`src/rtl/osc_sched_pkg.sv`:
```
// Shared types and default constants for the oscillator update scheduler.
//   sched_state_t      : FSM state encoding (IDLE, ISSUE, WAIT)
//   DEF_N_SLOTS        : default number of oscillator slots
//   DEF_TIMEOUT_CYCLES : default watchdog limit in clk cycles
//   DEF_CNT_W          : default width of the saturating event counters
package osc_sched_pkg;

    typedef enum logic [1:0] {
        IDLE  = 2'd0,
        ISSUE = 2'd1,
        WAIT  = 2'd2
    } sched_state_t;

    localparam int DEF_N_SLOTS        = 8;
    localparam int DEF_TIMEOUT_CYCLES = 1024;
    localparam int DEF_CNT_W          = 16;

endpackage

```
`src/rtl/osc_sched_next_slot.sv`:
```
// Combinational priority encoder choosing the next slot to service.
//   mask     : candidate slots
//   cur_idx  : slot currently being serviced
//   first    : 1 = lowest set bit overall, 0 = lowest set bit strictly above cur_idx
//   nxt_idx  : selected slot index
//   valid    : a slot was found
module osc_sched_next_slot
    import osc_sched_pkg::*;
#(
    parameter int N_SLOTS = DEF_N_SLOTS,
    parameter int IDX_W   = (N_SLOTS > 1) ? $clog2(N_SLOTS) : 1
) (
    input  logic [N_SLOTS-1:0] mask,
    input  logic [IDX_W-1:0]   cur_idx,
    input  logic               first,
    output logic [IDX_W-1:0]   nxt_idx,
    output logic               valid
);

    // Descending scan so that the lowest qualifying index is the last write.
    always_comb begin
        nxt_idx = '0;
        valid   = 1'b0;
        for (int i = N_SLOTS - 1; i >= 0; i--) begin
            if (mask[i] && (first || (i > int'(cur_idx)))) begin
                nxt_idx = IDX_W'(i);
                valid   = 1'b1;
            end
        end
    end

endmodule

```
`src/rtl/osc_update_scheduler.sv`:
```
// Shares one oscillator-update datapath across N_SLOTS slots. Each accepted
// tick opens a frame that services every slot enabled in the latched mask,
// lowest index first, with a start/done handshake and a per-slot watchdog.
//   clk, rst          : clock, asynchronous active-high reset
//   tick_en           : frame tick (one cycle)
//   enable            : scheduler enable, looked at only in IDLE
//   slot_mask         : per-slot enable, latched at frame start
//   start, slot_idx   : datapath request and the slot it applies to
//   done              : datapath completion for the current slot
//   busy              : frame in progress
//   frame_done        : frame finished (also for an empty frame)
//   overrun, timeout  : event pulses; overrun_count/timeout_count saturate
//
// state | meaning
// IDLE  | waiting for an enabled tick
// ISSUE | start pulse for slot_idx, watchdog cleared
// WAIT  | waiting for done or the watchdog limit
module osc_update_scheduler
    import osc_sched_pkg::*;
#(
    parameter int N_SLOTS        = DEF_N_SLOTS,
    parameter int IDX_W          = (N_SLOTS > 1) ? $clog2(N_SLOTS) : 1,
    parameter int TIMEOUT_CYCLES = DEF_TIMEOUT_CYCLES,
    parameter int CNT_W          = DEF_CNT_W
) (
    input  logic               clk,
    input  logic               rst,
    input  logic               tick_en,
    input  logic               enable,
    input  logic [N_SLOTS-1:0] slot_mask,
    output logic               start,
    output logic [IDX_W-1:0]   slot_idx,
    input  logic               done,
    output logic               busy,
    output logic               frame_done,
    output logic               overrun,
    output logic               timeout,
    output logic [CNT_W-1:0]   overrun_count,
    output logic [CNT_W-1:0]   timeout_count
);

    localparam int WD_W = (TIMEOUT_CYCLES > 2) ? $clog2(TIMEOUT_CYCLES) : 1;

    sched_state_t       state, state_d;
    logic [N_SLOTS-1:0] mask_q, mask_d;
    logic [IDX_W-1:0]   idx_d;
    logic [WD_W-1:0]    wd, wd_d;
    logic               start_d, frame_done_d, overrun_d, timeout_d;
    logic [CNT_W-1:0]   ovr_cnt_d, to_cnt_d;

    logic [N_SLOTS-1:0] enc_mask;
    logic               enc_first;
    logic [IDX_W-1:0]   enc_idx;
    logic               enc_valid;
    logic               wd_limit;

    // In IDLE the search runs over the live mask; during a frame it runs over
    // the latched copy, strictly above the slot just finished.
    assign enc_mask  = (state == IDLE) ? slot_mask : mask_q;
    assign enc_first = (state == IDLE);

    osc_sched_next_slot #(
        .N_SLOTS (N_SLOTS),
        .IDX_W   (IDX_W)
    ) u_next_slot (
        .mask    (enc_mask),
        .cur_idx (slot_idx),
        .first   (enc_first),
        .nxt_idx (enc_idx),
        .valid   (enc_valid)
    );

    // The watchdog is 0 in the first WAIT cycle; the limit is the cycle in
    // which it steps to TIMEOUT_CYCLES-1, so the abort is decided after
    // TIMEOUT_CYCLES-1 WAIT cycles and the timeout pulse lands TIMEOUT_CYCLES
    // cycles after start.
    assign wd_limit = (wd == WD_W'(TIMEOUT_CYCLES - 2));

    always_comb begin
        state_d      = state;
        mask_d       = mask_q;
        idx_d        = slot_idx;
        wd_d         = wd;
        start_d      = 1'b0;
        frame_done_d = 1'b0;
        overrun_d    = 1'b0;
        timeout_d    = 1'b0;
        ovr_cnt_d    = overrun_count;
        to_cnt_d     = timeout_count;

        if (tick_en && (state != IDLE)) begin
            overrun_d = 1'b1;
            if (overrun_count != '1) begin
                ovr_cnt_d = overrun_count + 1'b1;
            end
        end

        case (state)
            IDLE: begin
                if (tick_en && enable) begin
                    mask_d = slot_mask;
                    if (enc_valid) begin
                        idx_d   = enc_idx;
                        state_d = ISSUE;
                        start_d = 1'b1;
                    end else begin
                        frame_done_d = 1'b1;
                    end
                end
            end
            ISSUE: begin
                state_d = WAIT;
                wd_d    = '0;
            end
            WAIT: begin
                wd_d = wd + 1'b1;
                if (done || wd_limit) begin
                    if (!done) begin
                        timeout_d = 1'b1;
                        if (timeout_count != '1) begin
                            to_cnt_d = timeout_count + 1'b1;
                        end
                    end
                    mask_d = mask_q & ~(N_SLOTS'(1) << slot_idx);
                    if (enc_valid) begin
                        idx_d   = enc_idx;
                        state_d = ISSUE;
                        start_d = 1'b1;
                    end else begin
                        state_d      = IDLE;
                        frame_done_d = 1'b1;
                    end
                end
            end
            default: state_d = IDLE;
        endcase
    end

    always_ff @(posedge clk or posedge rst) begin
        if (rst) begin
            state         <= IDLE;
            mask_q        <= '0;
            slot_idx      <= '0;
            wd            <= '0;
            start         <= 1'b0;
            busy          <= 1'b0;
            frame_done    <= 1'b0;
            overrun       <= 1'b0;
            timeout       <= 1'b0;
            overrun_count <= '0;
            timeout_count <= '0;
        end else begin
            state         <= state_d;
            mask_q        <= mask_d;
            slot_idx      <= idx_d;
            wd            <= wd_d;
            start         <= start_d;
            busy          <= (state_d != IDLE);
            frame_done    <= frame_done_d;
            overrun       <= overrun_d;
            timeout       <= timeout_d;
            overrun_count <= ovr_cnt_d;
            timeout_count <= to_cnt_d;
        end
    end

endmodule

```
`config.mk`:
```
export PLATFORM = sky130hd
export DESIGN_NAME = osc_update_scheduler
export DESIGN_NICKNAME = d
export VERILOG_FILES = /design/src/rtl/osc_sched_pkg.sv /design/src/rtl/osc_sched_next_slot.sv /design/src/rtl/osc_update_scheduler.sv
export SDC_FILE = /design/constraint.sdc
export NUM_CORES = 1
export LEC_CHECK = 0
export ABC_CLOCK_PERIOD_IN_PS = 3020
export CORE_MARGIN = 2
export CORE_UTILIZATION = 25
export CTS_BUF_LIST = sky130_fd_sc_hd__clkbuf_8
export DETAILED_ROUTE_END_ITERATION = 16
export PLACE_DENSITY = 0.48
export SYNTH_ARGS = -nofsm -noshare
export SYNTH_HDL_FRONTEND = slang
export SYNTH_SLANG_ARGS = --single-unit
```
`constraint.sdc`:
```
create_clock -name clk -period 3.02 [get_ports clk]
set_clock_uncertainty 0.15 [all_clocks]
set_input_delay 0.453 -clock clk [delete_from_list [all_inputs] [get_ports clk]]
set_output_delay 0.453 -clock clk [all_outputs]
set_load 0.005 [all_outputs]
```
After elaboration in Yosys (flattened, before gate mapping)
Cells that the tools add are included.
- register bits after elaboration: 60
- latch bits: 0
- RAM bits: 0
- ROM bits: 0
- memories kept: 0
- $add $sub $neg: 3
- $mul: 0
- divide/modulo/power cells: 0
- order comparisons: 7
- eq/ne operators: 7
- shift operators: 1
- mux-type cells: 42
- bitwise operators: 3
- reduce and logical (&&, ||, !) cells: 26
- operators with widths (operator ; number):
    3-bit 2-to-1 mux ; 11
    16-bit by 1-bit adder with 16-bit output, second input constant ; 2
    16-bit != test, second input constant ; 2
    8-bit 2-to-1 mux ; 3
    10-bit one-hot mux with 2 select lines ; 1
    1-bit 2-to-1 mux ; 19
    8-bit one-hot mux with 2 select lines ; 1
    3-bit greater-than comparator, first input constant ; 4
    10-bit by 1-bit adder with 10-bit output, second input constant ; 1
    10-bit equality test, second input constant ; 1
    1-bit logical AND ; 10
    8-bit AND ; 1
    1-bit logical OR ; 8
    8-bit NOT ; 1
    2-bit nonzero test ; 4
    1-bit by 3-bit left shift with 8-bit output, first input constant ; 1
    2-bit by 3-bit greater-than comparator with 1-bit output, first input constant ; 2
    2-bit 2-to-1 mux ; 3
    2-bit one-hot mux with 3 select lines ; 1
    3-bit one-hot mux with 2 select lines ; 1
    2-bit != test, second input constant ; 2
    1-bit one-hot mux with 2 select lines ; 2
    4-bit AND reduction ; 1
    1-bit by 3-bit greater-than comparator with 1-bit output, first input constant ; 1
    6 further kinds ; 6

Depth between registers and ports, before layout
- depth in word-level cells: 15
- mapped depth: 9
- mapped depth without buffers: 7

Hierarchy
A second synthesis with hierarchy kept.
- cells, all modules: 326
- area, all modules: 3303.2 um2
- by module, submodules not included (module ; instances ; cells each ; area each (um2)):
    osc_update_scheduler ; 1 ; 288 ; 3052.9
    osc_sched_next_slot ; 1 ; 38 ; 250.2

Worst setup path before layout
Ideal clock, no wire load.
- kind: reg2reg
- from: register state[0]
- to: register slot_idx[1]
- arrival: 2143 ps
- required time: 2742 ps
- slack: 600 ps
- cell stages (with the launch flop): 9
- buffers on the path: 1
- clock period less this slack: 2420 ps
- cells stage by stage: dfrtp_1 inv_1 ha_1 clkbuf_1 mux2_2 o2bb2ai_1 nand3b_1 o21ai_2 mux2_1
- word-level cells in the longest chain between the ends: 14
- RTL lines (item ; line ; RTL):
    start, declared ; osc_update_scheduler.sv:44 ; sched_state_t state, state_d;
    start signal, assigned ; osc_update_scheduler.sv:153 ; state <= state_d;
    2-bit logical NOT ; osc_update_scheduler.sv:59, osc_update_scheduler.sv:60, osc_update_scheduler.sv:98 ;
    8-bit 2-to-1 mux or 1-bit logical OR (tied branches) ; osc_update_scheduler.sv:59, osc_sched_next_slot.sv:25 ;
    1-bit logical AND ; osc_sched_next_slot.sv:25 ; if (mask[i] && (first || (i > int'(cur_idx)))) begin
    3-bit 2-to-1 mux or 1-bit 2-to-1 mux (tied branches) (8 in series) ; osc_sched_next_slot.sv:25 ;
    3-bit 2-to-1 mux ; osc_update_scheduler.sv:102, osc_update_scheduler.sv:125 ;
    3-bit 2-to-1 mux (on tied branches) ; osc_update_scheduler.sv:117, osc_update_scheduler.sv:100 ;
    3-bit one-hot mux with 2 select lines ; osc_update_scheduler.sv:98 ; case (state)
    end signal, assigned ; osc_update_scheduler.sv:155 ; slot_idx <= idx_d;
    end, declared ; osc_update_scheduler.sv:32 ; output logic [IDX_W-1:0] slot_idx,
Parallel ways exist; a longest one is shown, timed or not. The select of a mux whose other input is x is not followed.
A chain may end at the register's enable or synchronous reset.

Final worst setup path
Ends and elaborated chain as after synthesis.

==> impl_metrics.tcl <==
set metrics [dict create \
    fmax_ghz 0.3885 \
    yosysMostFrequentCell "dfrtp_1" \
    fp.dieW_um 115.7 \
    grt_usage 0.1204 \
    area_growth_pct 31.46 \
    timing.hold.ws_ns 0.2620 \
    hp-class "input pin to async pin" \
    yosysWarningCount 0 \
    min_period_over_period 0.8524 \
    root_buffer "clkbuf_8" \
    cp.depth 8 \
    slowest_delay_ns 0.37 \
    grt_pass1_vias 2523 \
    critical_path.top_delay_family "compound AO/OA/AOI/OAI gates" \
    fin_ws_ns 0.4459 \
    gp_congestion 0.7853 \
    maxCapViolCount 0 \
    drt_first_pass_iters 4 \
    rr_startpoint "state[0]$_DFF_PP0_" \
    cts_tree "built" \
    wl_met3_um 328 \
    finalSetupViolCount 0 \
    grt_first_pass_wirelength_um 12570 \
    ys_seq_area_frac 0.4729 \
    cts_made_buffers 9 \
    clock-sinks 59 \
    worstPathArrival_ns 2.65 \
    rsz0062_at_grt "no" \
    synth_cell_types 53 \
    pre_cts_ws_ns 0.3191 \
    cp_slowest_cell "dfrtp_1" \
    final_cell_area_um2 4104 \
    drive_above_1_share 0.09600 \
    crit_type "flip-flop to flip-flop" \
    rows 40 \
    cp-startpoint "state[0]$_DFF_PP0_" \
    antenna_found_initial 0 \
    clk_path_buf_depth 2 \
    dpl_cell_area_um2 3855 \
    syn_area_um2 3122 \
    fp.dieArea_um2 13400 \
    worstMarginPinSlew_ns 0.6635 \
    cts_resized 0 \
    wl_per_cell_um 13.46 \
    netlist.area_leader.share 0.4729 \
    cts_setup_buffers 0 \
    via_count 2543 \
    post-route-util 0.3388 \
    powerDensity_nw_per_um2 791.7 \
    fin_nets 391 \
    dpl.cell_count 527 \
    grt-ovfl-total 0 \
    synth_top_area_cell "dfrtp_1" \
    status "finished, final reports clean" \
    synth_ff_type "dfrtp_1" \
    finalMaxSlewViolations 0 \
    crit_fanout 6 \
    syn_area_per_cell_um2 10.04 \
    drcViolationCount 0 \
    core_area_um2 12110 \
    top_layer_used "met4" \
    syn-num-nets 332 \
    netlist_top_cells_count "59 x dfrtp_1, 32 x nand2_1, 21 x xnor2_1, 20 x inv_1, 16 x nand3_1" \
    routed_via_density 4.683 \
    synth-edff-count 0 \
    ios 53 \
    tns_ns 0 \
    h-tree-depth 3 \
    dieHeight_um 115.7 \
    drt_iter0_drc 124 \
    finalPower_mw 3.249 \
    met2_length_um 3432 \
    insertion_delay_ns 0.35 \
    antennaDiodeCount 0 \
    finalNonFillerCells 543 \
    required_ns 3.10 \
    holdBufCountCts 0 \
    async_flop_share 1.000 \
    clk_pin_slew_worst_paths_ns 0.07 \
    cp_cell_sequence "inv_1 > ha_1 > buf_4 > nand2b_1 > o221ai_1 > nand3b_1 > o21ai_2 > mux2_1" \
    m1WireLength_um 3398 \
    ir_drop_mv 0.2802 \
    netlist_instances 311 \
    nFillCells 1258 \
    r2r_cells 8 \
    port_buffers 52 \
    dp_hpwl_um 5316 \
    routed_wl_um 7307 \
    ys_seq_elements 59 \
    start_util 0.2577 \
    synthTopCellsByArea "dfrtp_1 47%, xnor2_1 5.9%, nand2_1 3.8%" \
    maxSlewHeadroom 0.5576 \
    leakage_nw 1.709 \
    grt_max_degree 23 \
    worstSetupEndpointType "flip-flop" \
    antenna_left 0 \
    critPathBufInv 2 \
    final-hold-violation-count 0 \
    min_period_ns 2.574 \
    start_kind "flip-flop" \
]
registers in the layout (all words and copies together) (netlist names):
name / count
frame_done: 1
start: 1
timeout_count: 16
mask_q: 7
slot_idx: 3
overrun_count: 16
overrun: 1
timeout: 1
wd: 10
state: 2
busy: 1
path summary, 6_finish.rpt:
path / to / slack [ns]
worst max-delay path: slot_idx[1]$_DFFE_PP0P_ / 0.45
worst max register to register: slot_idx[1]$_DFFE_PP0P_ / 0.45
worst min-delay path: overrun_count[6]$_DFFE_PP0P_ / 0.26
worst min register to register: timeout_count[11]$_DFFE_PP0P_ / 0.34
max in group asynchronous: timeout_count[0]$_DFFE_PP0P_ / 1.81
min in group clk: timeout_count[11]$_DFFE_PP0P_ / 0.34
power by group:
group / switching, mW / total, mW / leakage, nW / internal (mW)
logic: 0.661 / 1.23 / 0.807 / 0.566
clock network: 0.337 / 0.908 / 0.123 / 0.572
registers: 0.176 / 1.11 / 0.779 / 0.938
total: 1.17 / 3.25 / 1.71 / 2.08
routing by layer:
metal  vias up  global-route usage
met4         0             0.05397
met3        10             0.03766
met5         -                   0
met1      1250              0.1571
met2        50              0.1836
li1       1233                   -
final cells by class:
cell class,instances,area (um^2),share of cell area
clock inverter,6,111.4,0.02713
tap,168,210.2,0.05122
sequential,59,1476,0.3598
inverter,20,75.07,0.01829
clock buffer,10,137.6,0.03354
timing repair buffer,57,558.0,0.1360
multi-input combinational,223,1535,0.3741
cell usage in the layout (no fill, tap or decap), types with 2 or more instances in the layout:
cell type,count
a21oi_1,9
bufinv_16,3
and3_1,7
nand4_1,12
nand3b_1,2
and4_1,2
nand2b_1,7
nand3_2,2
buf_4,5
xor2_1,10
or3_1,2
nor3_1,8
mux2_2,2
a22o_1,6
mux2i_1,4
clkbuf_8,10
a31oi_1,2
nand3_1,16
xnor2_1,21
o211ai_1,2
mux2_1,3
inv_1,19
o21ai_1,3
o221ai_1,4
ha_1,8
nor2_1,13
clkdlybuf4s50_1,52
nor3b_1,2
nor4_1,4
o21ai_0,13
o22ai_1,3
nor2b_1,2
dfrtp_1,59
nand4b_1,2
nand2_1,32
worst register-to-register path, stage by stage (launching register included):
cell      delay [ns]
dfrtp_1         0.37
inv_1           0.12
ha_1            0.31
buf_4           0.19
nand2b_1        0.18
o221ai_1        0.28
nand3b_1        0.28
o21ai_2         0.25
mux2_1          0.33
cells by family (layout without fill, tap and decap cells):
| kind of cell | count (synthesis) | count (layout) | synth area share |
|---|---|---|---|
| adder cells (fa/ha/maj) | 8 | 8 | 0.03207 |
| flip-flops | 59 | 59 | 0.4729 |
| XOR/XNOR | 31 | 31 | 0.08697 |
| AO/OA/AOI/OAI | 56 | 56 | 0.1343 |
| multiplexers | 9 | 9 | 0.03086 |
| AND/OR/NAND/NOR | 119 | 119 | 0.2076 |
| buffers and inverters | 29 | 93 | 0.03527 |
Power figures use the tool's default switching activity.
